**src/rtl/hazard_scoreboard.sv**
```systemverilog
// hazard_scoreboard: register-result scoreboard with Tuse/Tnew stall
// detection, multiply/divide busy tracking and EPC-write/eret interlock.
// Optional feature macro: HAZARD_MD_EN enables the multiply/divide busy
// counter (md_cnt). Without it, md_busy and stall_md are tied to 0.
module hazard_scoreboard #(
  parameter int TNEW_MAX    = 2,
  parameter int MULT_CYCLES = 5,
  parameter int DIV_CYCLES  = 10
) (
  input  logic       clk,
  input  logic       reset,
  input  logic       flush,
  input  logic       d_issue,
  input  logic [4:0] d_rs,
  input  logic [4:0] d_rt,
  input  logic [1:0] d_tuse_rs,
  input  logic [1:0] d_tuse_rt,
  input  logic [4:0] d_dst,
  input  logic [1:0] d_tnew,
  input  logic       d_md_start,
  input  logic       d_md_div,
  input  logic       d_md_access,
  input  logic       d_epc_write,
  input  logic       d_eret,
  output logic       stall,
  output logic       stall_rs,
  output logic       stall_rt,
  output logic       stall_md,
  output logic       stall_eret,
  output logic       md_busy
);

  localparam int CW = (TNEW_MAX < 1) ? 1 : $clog2(TNEW_MAX + 1);

  logic [CW-1:0] r_sb [32];
  logic [1:0]    r_epc_pend;
  logic          w_accept;
  logic [CW-1:0] w_ent_rs;
  logic [CW-1:0] w_ent_rt;

  // Clamp the incoming Tnew to the largest latency the counters can hold.
  function automatic logic [CW-1:0] clamp_tnew(input logic [1:0] t);
    if (int'(t) > TNEW_MAX) clamp_tnew = CW'(TNEW_MAX);
    else                    clamp_tnew = CW'(t);
  endfunction

  // Count down by one, holding at zero.
  function automatic logic [CW-1:0] dec_sat(input logic [CW-1:0] v);
    dec_sat = (v == '0) ? v : v - CW'(1);
  endfunction

  // Register 0 is hardwired, so its entry always reads as ready.
  assign w_ent_rs = (d_rs == 5'd0) ? '0 : r_sb[d_rs];
  assign w_ent_rt = (d_rt == 5'd0) ? '0 : r_sb[d_rt];

  assign stall_rs   = (d_rs != 5'd0) && (32'(w_ent_rs) > 32'(d_tuse_rs));
  assign stall_rt   = (d_rt != 5'd0) && (32'(w_ent_rt) > 32'(d_tuse_rt));
  assign stall_eret = d_eret & (r_epc_pend != 2'b00);
  assign stall      = stall_rs | stall_rt | stall_md | stall_eret;

  // An issue is only taken when nothing stalls and no flush is squashing E.
  assign w_accept = d_issue & ~stall & ~flush;

  // Scoreboard: load the destination's Tnew on accept, age all others.
  always_ff @(posedge clk) begin
    if (reset || flush) begin
      for (int i = 0; i < 32; i++) r_sb[i] <= '0;
    end else begin
      r_sb[0] <= '0;
      for (int i = 1; i < 32; i++) begin
        if (w_accept && (d_dst == 5'(i))) r_sb[i] <= clamp_tnew(d_tnew);
        else                              r_sb[i] <= dec_sat(r_sb[i]);
      end
    end
  end

  // EPC writes in flight through E and M; eret must wait until both drain.
  always_ff @(posedge clk) begin
    if (reset || flush) r_epc_pend <= 2'b00;
    else                r_epc_pend <= {r_epc_pend[0], w_accept & d_epc_write};
  end

`ifdef HAZARD_MD_EN
  localparam int MDMAX = ((MULT_CYCLES > DIV_CYCLES) ? MULT_CYCLES : DIV_CYCLES) + 1;
  localparam int MW    = $clog2(MDMAX + 1);

  logic [MW-1:0] r_md_cnt;

  // Multiply/divide busy counter; flush does not stop a started operation.
  always_ff @(posedge clk) begin
    if (reset) begin
      r_md_cnt <= '0;
    end else if (w_accept && d_md_start) begin
      r_md_cnt <= d_md_div ? MW'(DIV_CYCLES + 1) : MW'(MULT_CYCLES + 1);
    end else if (r_md_cnt != '0) begin
      r_md_cnt <= r_md_cnt - MW'(1);
    end
  end

  assign md_busy  = (r_md_cnt != '0);
  assign stall_md = d_md_access & md_busy;
`else
  logic        w_unused_md;
  logic [31:0] w_unused_md_cfg;

  assign w_unused_md     = d_md_start ^ d_md_div ^ d_md_access;
  assign w_unused_md_cfg = 32'(MULT_CYCLES + DIV_CYCLES);
  assign md_busy         = 1'b0;
  assign stall_md        = 1'b0;
`endif

endmodule

```
**config.mk**
```make
export PLATFORM = sky130hd
export DESIGN_NAME = hazard_scoreboard
export DESIGN_NICKNAME = d
export VERILOG_FILES = /design/src/rtl/hazard_scoreboard.sv
export SDC_FILE = /design/constraint.sdc
export NUM_CORES = 1
export LEC_CHECK = 0
export ABC_AREA = 1
export BUFFER_PORTS_ARGS = -buffer_cell sky130_fd_sc_hd__buf_2
export CAP_MARGIN = 30
export CELL_PAD_IN_SITES_DETAIL_PLACEMENT = 0
export CELL_PAD_IN_SITES_GLOBAL_PLACEMENT = 2
export CORE_MARGIN = 2
export CORE_UTILIZATION = 35
export DETAILED_ROUTE_END_ITERATION = 7
export PLACE_DENSITY_LB_ADDON = 0.1
export RECOVER_POWER = 50
export REMOVE_ABC_BUFFERS = 1
export SLEW_MARGIN = 20
export SYNTH_ARGS = -nofsm -noshare
export SYNTH_HDL_FRONTEND = slang
export SYNTH_SLANG_ARGS = --single-unit
export TNS_END_PERCENT = 30
```
**constraint.sdc**
```tcl
create_clock -name clk -period 3.4 [get_ports clk]
set_input_delay 0.51 -clock clk [delete_from_list [all_inputs] [get_ports clk]]
set_output_delay 0.51 -clock clk [all_outputs]
set_load 0.01 [all_outputs]
```
==> flow_summary_export.csv, run 1 <==
group,metric,value,unit
floorplanning,die_h,136,microns
logic_synthesis,synth_most_common_cell,"nand2_1",
route,num_vias,5726,
placed_design,dp_cells,1073,
worst_setup_path,critical-path-max-stage-delay,300,ps
grt,grt_pass1_wl,32.1,mm
placed_design,gp_congestion,0.918,
logic_synthesis,ys_seq_elements,64,
floorplanning,die_w,136,microns
cells_and_area,fin_nets,926,
worst_setup_path,r2r_cells,17,
logic_synthesis,netlist_top_cells_area,"edfxtp_1, nand2_1, ha_1, nand4_4, inv_1",
cells_and_area,area_growth,10.7,%
sta,fin_skew,9.41,ps
logic_synthesis,syn_avg_cell_area,7.42,sq um
clock_network,cts_root_buf,"clkbuf_16",
cells_and_area,final_util,0.395,
worst_setup_path,crit_fanout,10,
worst_setup_path,cpMaxStageDelayCell,"ha_1",
logic_synthesis,synthFlopType,"edfxtp_1",
worst_setup_path,required,2890,ps
grt,grt_pass1_vias,5420,
placed_design,hpwlAfterDp,15.8,mm
worst_setup_path,r2r-start,"r_sb[31][1]",
logic_synthesis,synth_cells,825,
clock_network,path_clk_slew,60,ps
logic_synthesis,async_flop_share,0,
route,wire_per_inst,19.2,microns
clock_network,cts.path.max_buffers,2,
sta,rsz0062_at_grt,"no",
floorplanning,core,17200,sq um
worst_setup_path,cp_top_family,"simple AND/OR/NAND/NOR gates",
sta,slew_headroom,-0.496,
grt,grt_max_degree,111,
worst_setup_path,critPathKind,"input port to output pin",
sta,final_hold_viol_count,0,
clock_network,numCtsBuffers,9,
sta,tightest_slew,2240,ps
sta,holdWs,381,ps
route,wl,21.0,mm
power_and_ir_drop,peakVddDrop,0.279,mV
route,vias_per_cell,5.25,
logic_synthesis,synth_edf_count,62,
route,antenna_left,0,
grt,track_usage,0.237,
sta,max_freq,309,MHz
sta,finalWorstPathRequiredPeriod,3230,ps
placed_design,dp_slack,3.15,ps
worst_setup_path,path_common_cell,"nand2_1",
cells_and_area,drive_gt1_frac,0.129,
floorplanning,row_count,48,
logic_synthesis,synth_area,6120,sq um
sta,slew_violations,111,
route,firstDrtPassIters,6,
worst_setup_path,reg2reg_slack,360,ps
cells_and_area,fillers,1882,
min_path,min_path_type,"input port to register",
floorplanning,start_util,0.356,
logic_synthesis,synth_warnings,0,
sta,setup_viol,0,
min_path,min_to,"r_epc_pend[0]",
clock_network,insertion_delay,350,ps
min_path,hp-start,"d_epc_write",
worst_setup_path,start_kind,"input port",
clock_network,h-tree-depth,3,
run,maxCapViolations,1,
placed_design,numPortBuffers,30,
worst_setup_path,critical_path.endpoint_type,"output pin",
clock_network,cts_tree,"built",
worst_setup_path,crit_buf_inv,5,
route,drt_iter0_drc,470,
status,violations,"capacitance limit, slew limit",
sta,period_share,0.951,
logic_synthesis,synth_top_cell_by_area,"edfxtp_1",
logic_synthesis,synth_cell_type_count,34,
grt,overflow,0,
route,drcViolationCount,0,
worst_setup_path,worstPathArrival,2720,ps
sta,setup_slack,168,ps
floorplanning,ios,36,
power_and_ir_drop,p_leak,3.05,nW
floorplanning,dieArea,18600,sq um
min_path,hold_depth,3,
worst_setup_path,r2r_end,"r_sb[19][0]",
clock_network,cts.sinks,64,
power_and_ir_drop,p_per_area,446,nW/um^2
worst_setup_path,crit_chain,"buf_2 -> buf_4 -> nor2_8 -> a21oi_1 -> o211ai_1 -> nand2_1 -> nand2_1 -> nand2_1 -> inv_1 -> nand2_1 -> ha_1 -> inv_1 -> o21bai_1 -> nand3_4 -> nand2_4 -> buf_2",
cells_and_area,diodes,0,
status,status,"complete, but fails checks",
logic_synthesis,synth_common_cells,"nand2_1, inv_1, nor2_1",
grt,antenna_found_initial,0,
logic_synthesis,synth_top_area_share,0.304,
logic_synthesis,ys_seq_area_frac,0.311,
cells_and_area,layoutNonFillerInstCount,1091,
-- registers in the layout, indices dropped and copies added, names as in the netlist --
| register | flops |
|---|---|
| r_epc_pend | 2 |
| r_sb | 62 |
-- layout by cell type (no fill, tap or decap), drive strengths merged --
master      n
nand2     189
inv       114
nor2      112
nand3      77
buf        68
edfxtp     62
nand4      60
a21oi      40
ha         35
o21ai      29
o211ai     21
clkbuf     17
nand3b     15
nor3       10
clkinv      4
a31oi       3
conb        2
bufinv      2
dfxtp       2
clkinvlp    1
o2111ai     1
o21bai      1
o22a        1
-- layer usage --
layer | global-route usage | vias up | wire length [microns]
li1 | - | 2846 | -
met1 | 0.328 | 2661 | 9780
met2 | 0.367 | 184 | 9440
met3 | 0.0418 | 35 | 1220
met4 | 0.0880 | 0 | 552
met5 | 0 | - | 0
-- what timing repair did --
| item | 4_1_cts | 5_1_grt |
|---|---|---|
| hold buffers | 0 | 0 |
| buffers inserted | 0 | 2 |
| endpoints found under the hold margin | 0 | 0 |
| gates resized for setup | 0 | 2 |
| setup endpoints to repair | 0 | 1 |
-- worst max-delay path by stage --
stage | start | endpoint | slack (ps) | cells after the start
3_3_place_gp | d_rs[0] | r_sb[7][1] | 50 | 18
4_1_cts | d_rt[0] | stall | 170 | 16
2_1_floorplan | reset | r_sb[10][0] | -1230 | 2
5_1_grt | d_rt[1] | stall | 9 | 14
3_5_place_dp | d_rs[0] | r_sb[7][0] | 3 | 19
6_report | d_rt[0] | stall | 170 | 16
-- power breakdown --
group          internal (mW)  switching (mW)
Sequential             0.992          0.0791
Combinational          0.321           0.607
Clock                  0.640           0.382
Total                   1.95            1.07
-- through the flow --
| stage | total power, mW | instance area [sq um] | setup TNS, ps |
|---|---|---|---|
| floorplan | 1.66 | 5830 | -130920 |
| global placement | 2.04 | 6650 | 0 |
| detailed placement | 2.06 | 6650 | 0 |
| CTS | 3.08 | 6960 | 0 |
| global route | 3.19 | 6780 | 0 |
| finish | 3.02 | 6780 | 0 |
-- worst register-to-register path: cells and delay by family, from the launching register on --
family          cells  cell delay, ps
compound gates      2             240
fa+ha+maj           1             290
buf+inv             2             350
flops               1             390
simple gates       12            1440
-- logic make-up (layout without fill, tap and decap cells) --
logic type      count (synthesis)  after routing  share of synthesized area
fa+ha+maj                      35             35                     0.0715
other cells                     1              2                   0.000612
compound gates                 96             96                     0.0893
buf+inv                       166            206                      0.120
flops                          64             64                      0.311
simple gates                  463            463                      0.408
-- layout make-up --
| class | count | area (sq um) | share of cell area |
|---|---|---|---|
| Clock buffer | 12 | 236 | 0.0349 |
| Clock inverter | 4 | 68.8 | 0.0102 |
| Inverter | 117 | 443 | 0.0653 |
| Multi-Input combinational cell | 596 | 3320 | 0.490 |
| Sequential cell | 64 | 1900 | 0.281 |
| Tap cell | 225 | 282 | 0.0415 |
| Timing Repair Buffer | 73 | 528 | 0.0779 |
Note: power is estimated with default switching activity, not from simulation.
==> run 2, diff against run 1 <==
Settings changed: SETUP_SLACK_MARGIN set to 0.2.
==> run 2 against run 1 <==
Compared with the run above:
- the run still ends with capacitance limit, slew limit left
- global-route usage increased by 0.13 points
- flip-flop and latch count unchanged
- register-to-register slack improved by 40 ps
- wire length increased by 0.78%
- die area unchanged
- sequential share of layout area decreased by 0.54 points
- worst hold slack improved by 1.0 ps
- sequential power about the same
- non-clock buffer count increased by 5
- first-iteration DRC count increased by 4.7%
- worst setup slack improved by 120 ps
- critical path type is now input port to register
- largest cell class unchanged
==> flow_summary_export.csv, run 2 (synthesis gave the netlist of run 1 again) <==
group,metric,value,unit
status,status,"complete, but fails checks",
status,violations,"capacitance limit, slew limit",
cells_and_area,drive_gt1_frac,0.146,
worst_setup_path,worstPathArrival,3120,ps
route,wl,21.1,mm
cells_and_area,diodes,0,
worst_setup_path,r2r-start,"r_sb[3][1]",
worst_setup_path,reg2reg_slack,400,ps
route,met2_length,9.61,mm
grt,grt_max_degree,111,
worst_setup_path,crit_end,"r_sb[11][1]",
worst_setup_path,required,3400,ps
power_and_ir_drop,p_leak,3.10,nW
sta,setup_viol,0,
cells_and_area,largest_reg_flops,62,
worst_setup_path,critPathLaunch,"d_rt[0]",
floorplanning,core,17200,sq um
power_and_ir_drop,peakVddDrop,0.278,mV
floorplanning,ios,36,
clock_network,h-tree-depth,3,
route,top_layer,"met4",
min_path,hold_depth,3,
grt,overflow,0,
route,wire_per_inst,19.3,microns
sta,setup_slack,283,ps
clock_network,insertion_delay,350,ps
worst_setup_path,critical_path.endpoint_type,"register",
clock_network,cts_tree,"built",
route,num_vias,5773,
route,met3_length,1.08,mm
worst_setup_path,crit_fanout,10,
route,drcViolationCount,0,
sta,max_freq,321,MHz
worst_setup_path,cpMaxStageDelayCell,"ha_1",
floorplanning,die_h,136,microns
cells_and_area,final_cell_mix,"nand2_1, inv_1, nor2_1",
grt,grt_pass1_wl,32.2,mm
placed_design,hpwlAfterDp,15.8,mm
cells_and_area,final_util,0.402,
route,drt_iter0_drc,492,
grt,antenna_found_initial,0,
cells_and_area,top_register,"r_sb",
placed_design,dp_slack,3.15,ps
clock_network,numCtsBuffers,9,
clock_network,cts.path.max_buffers,2,
route,wl_met1,9.88,mm
worst_setup_path,r2r_cells,18,
sta,finalWorstPathRequiredPeriod,3120,ps
sta,holdWs,382,ps
sta,period_share,0.917,
worst_setup_path,r2r_end,"r_sb[11][1]",
placed_design,numPortBuffers,30,
floorplanning,start_util,0.356,
sta,rsz0062_at_grt,"yes",
clock_network,cts.sinks,64,
worst_setup_path,path_common_cell,"nand2_1",
route,vias_per_cell,5.27,
clock_network,path_clk_slew,60,ps
power_and_ir_drop,p_per_area,444,nW/um^2
sta,fin_skew,10.1,ps
run,maxCapViolations,1,
sta,slew_violations,111,
worst_setup_path,critical-path-max-stage-delay,300,ps
route,antenna_left,0,
grt,grt_pass1_vias,5447,
min_path,min_path_type,"input port to register",
placed_design,gp_congestion,0.918,
sta,slew_headroom,-0.506,
sta,final_hold_viol_count,0,
clock_network,cts_root_buf,"clkbuf_16",
route,firstDrtPassIters,6,
cells_and_area,area_growth,12.9,%
worst_setup_path,crit_chain,"clkbuf_4 -> buf_8 -> nor2_8 -> a21oi_1 -> o211ai_1 -> nand2_1 -> nand2_1 -> nand2_1 -> inv_1 -> nand2_1 -> ha_1 -> inv_1 -> o21bai_2 -> nand3_4 -> buf_4 -> clkbuf_2 -> nand4_1 -> nand3_1",
worst_setup_path,critPathKind,"input port to register",
cells_and_area,layout_commonest_cell,"nand2_1",
cells_and_area,fin_nets,931,
floorplanning,die_w,136,microns
sta,tightest_slew,2260,ps
floorplanning,row_count,48,
worst_setup_path,start_kind,"input port",
grt,track_usage,0.238,
floorplanning,dieArea,18600,sq um
cells_and_area,reg_top3,"r_sb: 62 flops, r_epc_pend: 2 flops",
## run 2: cell types whose count changed in the layout (fill, tap and decap cells not counted), sizes merged
cell / change
buf: +5
## run 2: worst max-delay path, delay by kind of cell
| family | cells | cell delay [ps] |
|---|---|---|
| AO/OA/AOI/OAI | 3 | 350 |
| adder cells (fa/ha/maj) | 1 | 300 |
| buffers and inverters | 6 | 890 |
| AND/OR/NAND/NOR | 8 | 1050 |
## run 2: through the flow
step	TNS, ps	cell area [sq um]	power (mW)	cells
after floorplan	-130920	5830	1.66	777
after global placement	0	6650	2.04	1073
after detailed placement	0	6650	2.06	1073
after CTS	0	6970	3.09	1090
after global routing	0	6910	3.24	1096
final	0	6910	3.07	1096
## run 2: cell type report
class	count	area (sq um)
Fill cell	1877	10300
Timing Repair Buffer	78	599
Inverter	117	443
Multi-Input combinational cell	596	3380
Clock buffer	12	236
Sequential cell	64	1900
Tap cell	225	282
Clock inverter	4	68.8
## run 2: where the power goes
| group | switching, mW | internal, mW |
|---|---|---|
| Sequential | 0.0790 | 0.992 |
| Combinational | 0.629 | 0.346 |
| Clock | 0.379 | 0.640 |
## run 2: worst min path at each step
stage                         end          start  slack (ps)
floorplan           r_epc_pend[1]  r_epc_pend[0]         400
global placement    r_epc_pend[1]  r_epc_pend[0]         410
detailed placement  r_epc_pend[1]  r_epc_pend[0]         410
CTS                 r_epc_pend[0]    d_epc_write         370
global route        r_epc_pend[0]    d_epc_write         410
finish              r_epc_pend[0]    d_epc_write         380
## run 2: per-layer routing
| layer | vias to the layer above | global-route usage |
|---|---|---|
| met2 | 174 | 0.368 |
| li1 | 2857 | - |
| met5 | - | 0 |
| met4 | 0 | 0.0949 |
| met1 | 2709 | 0.328 |
| met3 | 33 | 0.0421 |
## run 2: repair_timing
item | 4_1_cts | 5_1_grt
endpoints found under the setup margin | 1 | 7
hold buffers | 0 | 0
resized for setup | 2 | 20
cloned | 0 | 0
pin swaps | 1 | 14
buffers inserted | 1 | 6
